## config.mk

```make
export PLATFORM = sky130hd
export DESIGN_NAME = display_swap_scheduler
export DESIGN_NICKNAME = d
export VERILOG_FILES = /design/src/rtl/display_swap_scheduler.sv
export SDC_FILE = /design/constraint.sdc
export NUM_CORES = 1
export LEC_CHECK = 0
export ABC_AREA = 1
export CELL_PAD_IN_SITES_DETAIL_PLACEMENT = 0
export CELL_PAD_IN_SITES_GLOBAL_PLACEMENT = 1
export CORE_UTILIZATION = 37
export CTS_CLUSTER_DIAMETER = 150
export DETAILED_ROUTE_END_ITERATION = 12
export GPL_ROUTABILITY_DRIVEN = 0
export PLACE_DENSITY = 0.83
export SYNTH_ARGS = -nofsm -noshare
export SYNTH_HDL_FRONTEND = slang
export SYNTH_SLANG_ARGS = --single-unit
```

## constraint.sdc

```tcl
create_clock -name aclk -period 1.6 [get_ports aclk]
set_clock_uncertainty 0.05 [all_clocks]
set_input_delay 0.48 -clock aclk [delete_from_list [all_inputs] [get_ports aclk]]
set_output_delay 0.48 -clock aclk [all_outputs]
set_load 0.02 [all_outputs]
```

## src/rtl/display_swap_scheduler.sv

```systemverilog
// Buffers one renderer swap and issues it to the framebuffer reader. Issue is one cycle after accept, and a new frame starts only after tlast.
// s_swap_ready is low while the pending slot is full. Define DISPLAY_AUTO_REFRESH_EN to re-issue the last frame after REFRESH_CYCLES of idle.
module display_swap_scheduler #(
  parameter int ADDR_WIDTH     = 32,
  parameter int CNT_WIDTH      = 16,
  parameter int REFRESH_CYCLES = 1000000
) (
  input  logic                  aclk,
  input  logic                  resetn,
  input  logic                  s_swap_valid,
  output logic                  s_swap_ready,
  input  logic [ADDR_WIDTH-1:0] s_swap_addr,
  output logic                  swap_fb,
  output logic [ADDR_WIDTH-1:0] fb_addr,
  input  logic                  fb_swapped,
  input  logic                  disp_tvalid,
  input  logic                  disp_tready,
  input  logic                  disp_tlast,
  output logic                  busy,
  output logic                  frame_done,
  output logic [CNT_WIDTH-1:0]  frame_count
);

  typedef enum logic [1:0] {
    IDLE   = 2'd0,
    REQ    = 2'd1,
    ACK    = 2'd2,
    STREAM = 2'd3
  } state_t;

  state_t                  state, state_nxt;
  logic                    pending_valid, pending_valid_nxt;
  logic [ADDR_WIDTH-1:0]   pending_addr, pending_addr_nxt;
  logic                    swap_fb_nxt;
  logic [ADDR_WIDTH-1:0]   fb_addr_nxt;
  logic                    frame_done_nxt;
  logic [CNT_WIDTH-1:0]    frame_count_nxt;
  logic                    accept;
  logic                    last_beat;
  logic                    refresh_fire;

  assign s_swap_ready = !pending_valid;
  assign busy         = (state != IDLE);
  assign accept       = s_swap_valid && s_swap_ready;
  assign last_beat    = disp_tvalid && disp_tready && disp_tlast;

`ifdef DISPLAY_AUTO_REFRESH_EN
  localparam int RW = (REFRESH_CYCLES > 1) ? $clog2(REFRESH_CYCLES) : 1;

  logic          shown;
  logic          counting;
  logic [RW-1:0] refresh_cnt;

  // A request arriving in the firing cycle wins: the refresh is suppressed and the new address issues next.
  assign counting     = (state == IDLE) && !pending_valid && shown;
  assign refresh_fire = counting && (refresh_cnt == RW'(REFRESH_CYCLES - 1)) && fb_swapped && !accept;

  always_ff @(posedge aclk or negedge resetn) begin
    if (!resetn) begin
      shown       <= 1'b0;
      refresh_cnt <= '0;
    end else begin
      if (frame_done_nxt)
        shown <= 1'b1;
      if (!counting || refresh_fire)
        refresh_cnt <= '0;
      else if (refresh_cnt != RW'(REFRESH_CYCLES - 1))
        refresh_cnt <= refresh_cnt + 1'b1;
    end
  end
`else
  assign refresh_fire = 1'b0;
`endif

  always_ff @(posedge aclk or negedge resetn) begin
    if (!resetn) begin
      state         <= IDLE;
      pending_valid <= 1'b0;
      pending_addr  <= '0;
      swap_fb       <= 1'b0;
      fb_addr       <= '0;
      frame_done    <= 1'b0;
      frame_count   <= '0;
    end else begin
      state         <= state_nxt;
      pending_valid <= pending_valid_nxt;
      pending_addr  <= pending_addr_nxt;
      swap_fb       <= swap_fb_nxt;
      fb_addr       <= fb_addr_nxt;
      frame_done    <= frame_done_nxt;
      frame_count   <= frame_count_nxt;
    end
  end

  always_comb begin
    state_nxt         = state;
    pending_valid_nxt = pending_valid;
    pending_addr_nxt  = pending_addr;
    swap_fb_nxt       = swap_fb;
    fb_addr_nxt       = fb_addr;
    frame_done_nxt    = 1'b0;
    frame_count_nxt   = frame_count;

    if (accept) begin
      pending_valid_nxt = 1'b1;
      pending_addr_nxt  = s_swap_addr;
    end

    case (state)
      IDLE: begin
        // fb_swapped low here means the reader is busy with someone else's request.
        if (pending_valid && fb_swapped) begin
          fb_addr_nxt       = pending_addr;
          swap_fb_nxt       = 1'b1;
          pending_valid_nxt = 1'b0;
          state_nxt         = REQ;
        end else if (refresh_fire) begin
          swap_fb_nxt = 1'b1;
          state_nxt   = REQ;
        end
      end
      REQ: begin
        if (!fb_swapped) begin
          swap_fb_nxt = 1'b0;
          state_nxt   = ACK;
        end
      end
      ACK: begin
        if (fb_swapped)
          state_nxt = STREAM;
      end
      STREAM: begin
        if (last_beat) begin
          frame_done_nxt  = 1'b1;
          frame_count_nxt = frame_count + 1'b1;
          state_nxt       = IDLE;
        end
      end
      default: state_nxt = IDLE;
    endcase
  end

endmodule
```

Word level (Yosys, flattened, before mapping)
Index checks and enable logic that the tools add are counted.
{"block": "totals", "regBits": 85, "in_bits": 39, "out_inout_bits": 52, "wordCells": 40}
{"block": "op_classes", "reduce_logical": 12, "addsub": 1, "n_eq_ne": 7, "n_mux": 13}
{"cell": "$add A16 B1 Y16 const B", "n": 1}
{"cell": "$mux W2", "n": 4}
{"cell": "$ne A2 B2 Y1 const B", "n": 4}
{"cell": "$pmux W2 S4", "n": 1}
{"cell": "$mux W1", "n": 7}
{"cell": "$eq A2 B2 Y1 const B", "n": 2}
{"cell": "$logic_and A1 B1 Y1", "n": 4}
{"cell": "$reduce_and A2 Y1", "n": 2}
{"cell": "$reduce_and A4 Y1", "n": 1}
{"cell": "$reduce_bool A2 Y1", "n": 2}
{"cell": "$reduce_and A3 Y1", "n": 1}
{"cell": "$eq A2 B1 Y1 const B", "n": 1}
{"cell": "$logic_not A2 Y1", "n": 1}
{"cell": "$pmux W1 S2", "n": 1}
{"cell": "$logic_not A1 Y1", "n": 1}

Depth between registers and ports, before layout
Gate-level depths: netlist (run 1).
{"block": "logic_depth", "depth_word": 5, "mapped_depth": 8, "ltp_nobuf": 8}

Worst setup path before layout (run 1)
No wires, ideal clock.
{"block": "synth_path", "path_type": "reg2reg", "from": "reg frame_count[0]", "to": "reg frame_count[14]", "n_path_buf": 0, "required_time_ns": 1.433, "path_slack_ns": 0.189, "setup_ns": 0.117, "stages_incl_launch_ff": 9, "arrival_ns": 1.244, "cell_sequence": "dfrtp_1 -> ha_1 -> nand2_1 -> nor3_4 -> nand2_2 -> clkinv_2 -> nand2_1 -> nand2_1 -> nand2_1"}
{"block": "synth_between", "elab_chain_cells": 1}
{"element": "start: declaration", "line": "21", "rtl": "output logic [CNT_WIDTH-1:0] frame_count"}
{"element": "start signal: assignment", "line": "91", "rtl": "frame_count <= frame_count_nxt;"}
{"element": "$add A16 B1 Y16", "line": "135", "rtl": "frame_count_nxt = frame_count + 1'b1;"}
No other way between the ends.
A chain may end at the register's enable or synchronous reset.

Worst setup path after layout (run 1)
{"block": "layout_path", "from": "reg state[1]", "to": "out busy"}
{"block": "layout_between", "elab_chain_cells": 1}
{"element": "start: declaration", "line": "31", "rtl": "state_t state, state_nxt;"}
{"element": "start signal: assignment", "line": "85", "rtl": "state <= state_nxt;"}
{"element": "$reduce_bool A2 Y1", "line": "43", "rtl": "assign busy = (state != IDLE);"}
{"element": "end: declaration", "line": "19", "rtl": "output logic busy,"}
No other way between the ends.

==> flow_summary.ini, run 1 <==
[outcome]
outcome = finished, violations left
violations = negative setup slack

[sta]
rsz0062_at_grt = true
max_freq_mhz = 605
hold_viol = 0
hold_slack_ps = 72.8
setup_slack_ps = -53.8
final.min_clock_period_ps = 1650
finalCritPeriodShare_pct = 103
slew-limit-headroom_pct = 68.6
drv_slew = 0
finalSetupViolCount = 1
worstMarginPinSlew_ps = 471

[synth]
synth_edf_count = 0
ys_ff_latch = 85
synth_cell_types = 31
synth_compound_area_share_pct = 8.48
synth-xor-area-share_pct = 1.71
synth.area.mux_share_pct = 4.71
yosys.area_share.adder_pct = 2.09
netlist_instances = 363
synthArstFlopShare_pct = 100
synth_fp_nets = 408
synth-simple-area-share_pct = 16.5
avgSynthCellArea_um2 = 9.88
yosysWarningCount = 0
yosysSeqAreaShare_pct = 59.3
synth_area_um2 = 3580
synth_flop_cell = dfrtp_1
synth_top_family_by_area = simple AND/OR/NAND/NOR gates

[setup_path]
critPathLaunchType = register
cp_max_fo = 2
worstPathArrival_ps = 1120
endpoint_kind = output pin
critical_path_class = register to output pin
required_ps = 1070

[drt]
via_per_inst = 4.40
via_count = 2725
drt_iter0_drc = 72
dr.pass1.iters = 4
ant_nets = 0
post_drt_wl_per_cell_um = 12.2
wl_um = 7580
drcViolationCount = 0

[flow_run]
drv_cap = 0

[layout]
nets = 532
n_antenna_cell = 0
drive_gt1_share_pct = 25.1
final_area_um2 = 4960
nFillCells = 879
fin_util_pct = 53.2
final_cell_mix = dfrtp_1, nand2_1, inv_1, clkdlybuf4s50_1, nor2_1
final_common_cell = dfrtp_1
syn_to_final_growth_pct = 38.4

[clock_network]
holdBufCountCts = 0
clock_latency_ps = 350
cts.sinks = 85
h-tree-depth = 3
cts_buffer_depth = 2
cts_inserted_buffers = 9
tritoncts = built
clk_pin_slew_ps = 90
root_buffer = clkbuf_8

[placed_design]
dpl_cell_area_um2 = 4850
io_buffers = 90
dp.final_hpwl_um = 5420

[global_routing]
overflow = 0
track_usage_pct = 16.2
grt_max_degree = 86
antenna_found_initial = 0
grt_pass1_vias = 2740
grt_pass1_wl_um = 12700

[die]
die_y_um = 100
coreArea_um2 = 9330
die_w_um = 100
dieArea_um2 = 10100
ios = 91
rows = 35
start_util_pct = 38.4

[power]
pwr_density_cell_nw_per_um2 = 1700
leakagePower_nw = 2.53
ir_worst_vdd_uv = 857

[hold_path]
hp-class = input pin to async pin
[registers in the layout, summed over array words and instances (netlist names)]
register       count
pending_addr      32
frame_count       16
pending_valid      1
swap_fb            1
frame_done         1
fb_addr           32
state              2
[final timing paths]
path,to,startpoint,depth (start not counted),slack [ps]
max,busy,state[1],4,-50
min,frame_count[1],resetn,2,70
max reg2reg,frame_count[8],state[0],9,110
min reg2reg,fb_addr[31],pending_addr[31],2,430
max in group asynchronous,fb_addr[18],resetn,2,1030
min in group aclk,fb_addr[31],pending_addr[31],2,430
[kinds of logic (layout without fill, tap and decap cells)]
group	after synthesis	in the layout
xor+xnor	7	7
simple gates	133	133
fa+ha+maj	6	6
compound gates	60	60
flops	85	85
mux	13	13
buf+inv	59	187
[synth_stat cells (2+ instances only)]
master	n	area [um^2]
ha_1	6	75.1
nand4_1	2	12.5
clkbuf_1	3	11.3
dfrtp_1	85	2130
buf_4	2	15.0
nor2_1	36	135
o21ai_0	33	165
nand2_2	2	12.5
nand2_1	77	289
inv_1	45	169
mux2_4	6	90.1
buf_6	3	33.8
mux2_2	7	78.8
buf_2	3	15.0
xnor2_1	3	26.3
xor2_1	4	35.0
nand3_1	4	20.0
a21oi_1	25	125
nand3b_1	5	37.5
[critical path, cell delays in order, from the launching register on]
cell	delay, ps
dfrtp_1	390
inv_2	80
ha_4	140
inv_2	40
buf_6	120
[power by group]
part           switching [mW]  internal (mW)
clock network           0.808          0.890
logic                    1.86           1.47
registers               0.389           3.02
total                    3.06           5.38
[per-layer routing]
layer / GRT usage (%) / vias to the layer above / share of wire, %
li1: - / 1388 / -
met1: 20.8 / 1276 / 46
met2: 26.7 / 51 / 49
met3: 3.27 / 10 / 3.6
met4: 6.69 / 0 / 1.4
met5: 0 / - / 0
[layout make-up]
class                   count  area [um^2]  share of cell area (%)
clock buffers               9          124                    2.50
clock inverters             6         96.3                    1.94
multi-input cells         219         1240                    24.9
flip-flops and latches     85         2130                    42.9
inverters                  47          178                    3.58
well taps                 129          161                    3.25
repair buffers            125         1040                    20.9
[what timing repair did]
| action | in CTS | in global routing |
|---|---|---|
| setup endpoints to repair | 52 | 45 |
| gates cloned | 0 | 0 |
| gates resized for setup | 104 | 56 |
| pin swaps | 0 | 3 |
| setup buffers | 0 | 4 |
[through the flow]
| stage | power [mW] | TNS [ps] | setup WS [ps] | cells |
|---|---|---|---|---|
| 6_report | 8.44 | -53.8 | -53.8 | 620 |
| 5_1_grt | 9.08 | -106 | -103 | 620 |
| 4_1_cts | 8.54 | -141 | -141 | 616 |
| 3_5_place_dp | 7.08 | -14560 | -247 | 601 |
| 3_3_place_gp | 6.96 | -12310 | -194 | 601 |
| 2_1_floorplan | 5.38 | 0 | 189 | 363 |
(Power assumes the default switching activity.)
==> run 2: changes to the inputs <==
--- a/config.mk
+++ b/config.mk
@@ -6,6 +6,7 @@
 export NUM_CORES = 1
 export LEC_CHECK = 0
 export ABC_AREA = 1
+export CAP_MARGIN = 5
 export CELL_PAD_IN_SITES_DETAIL_PLACEMENT = 0
 export CELL_PAD_IN_SITES_GLOBAL_PLACEMENT = 1
 export CORE_UTILIZATION = 37
==> results of run 2 <==
The final DEF is identical to that of run 1; final timing and power are the same.
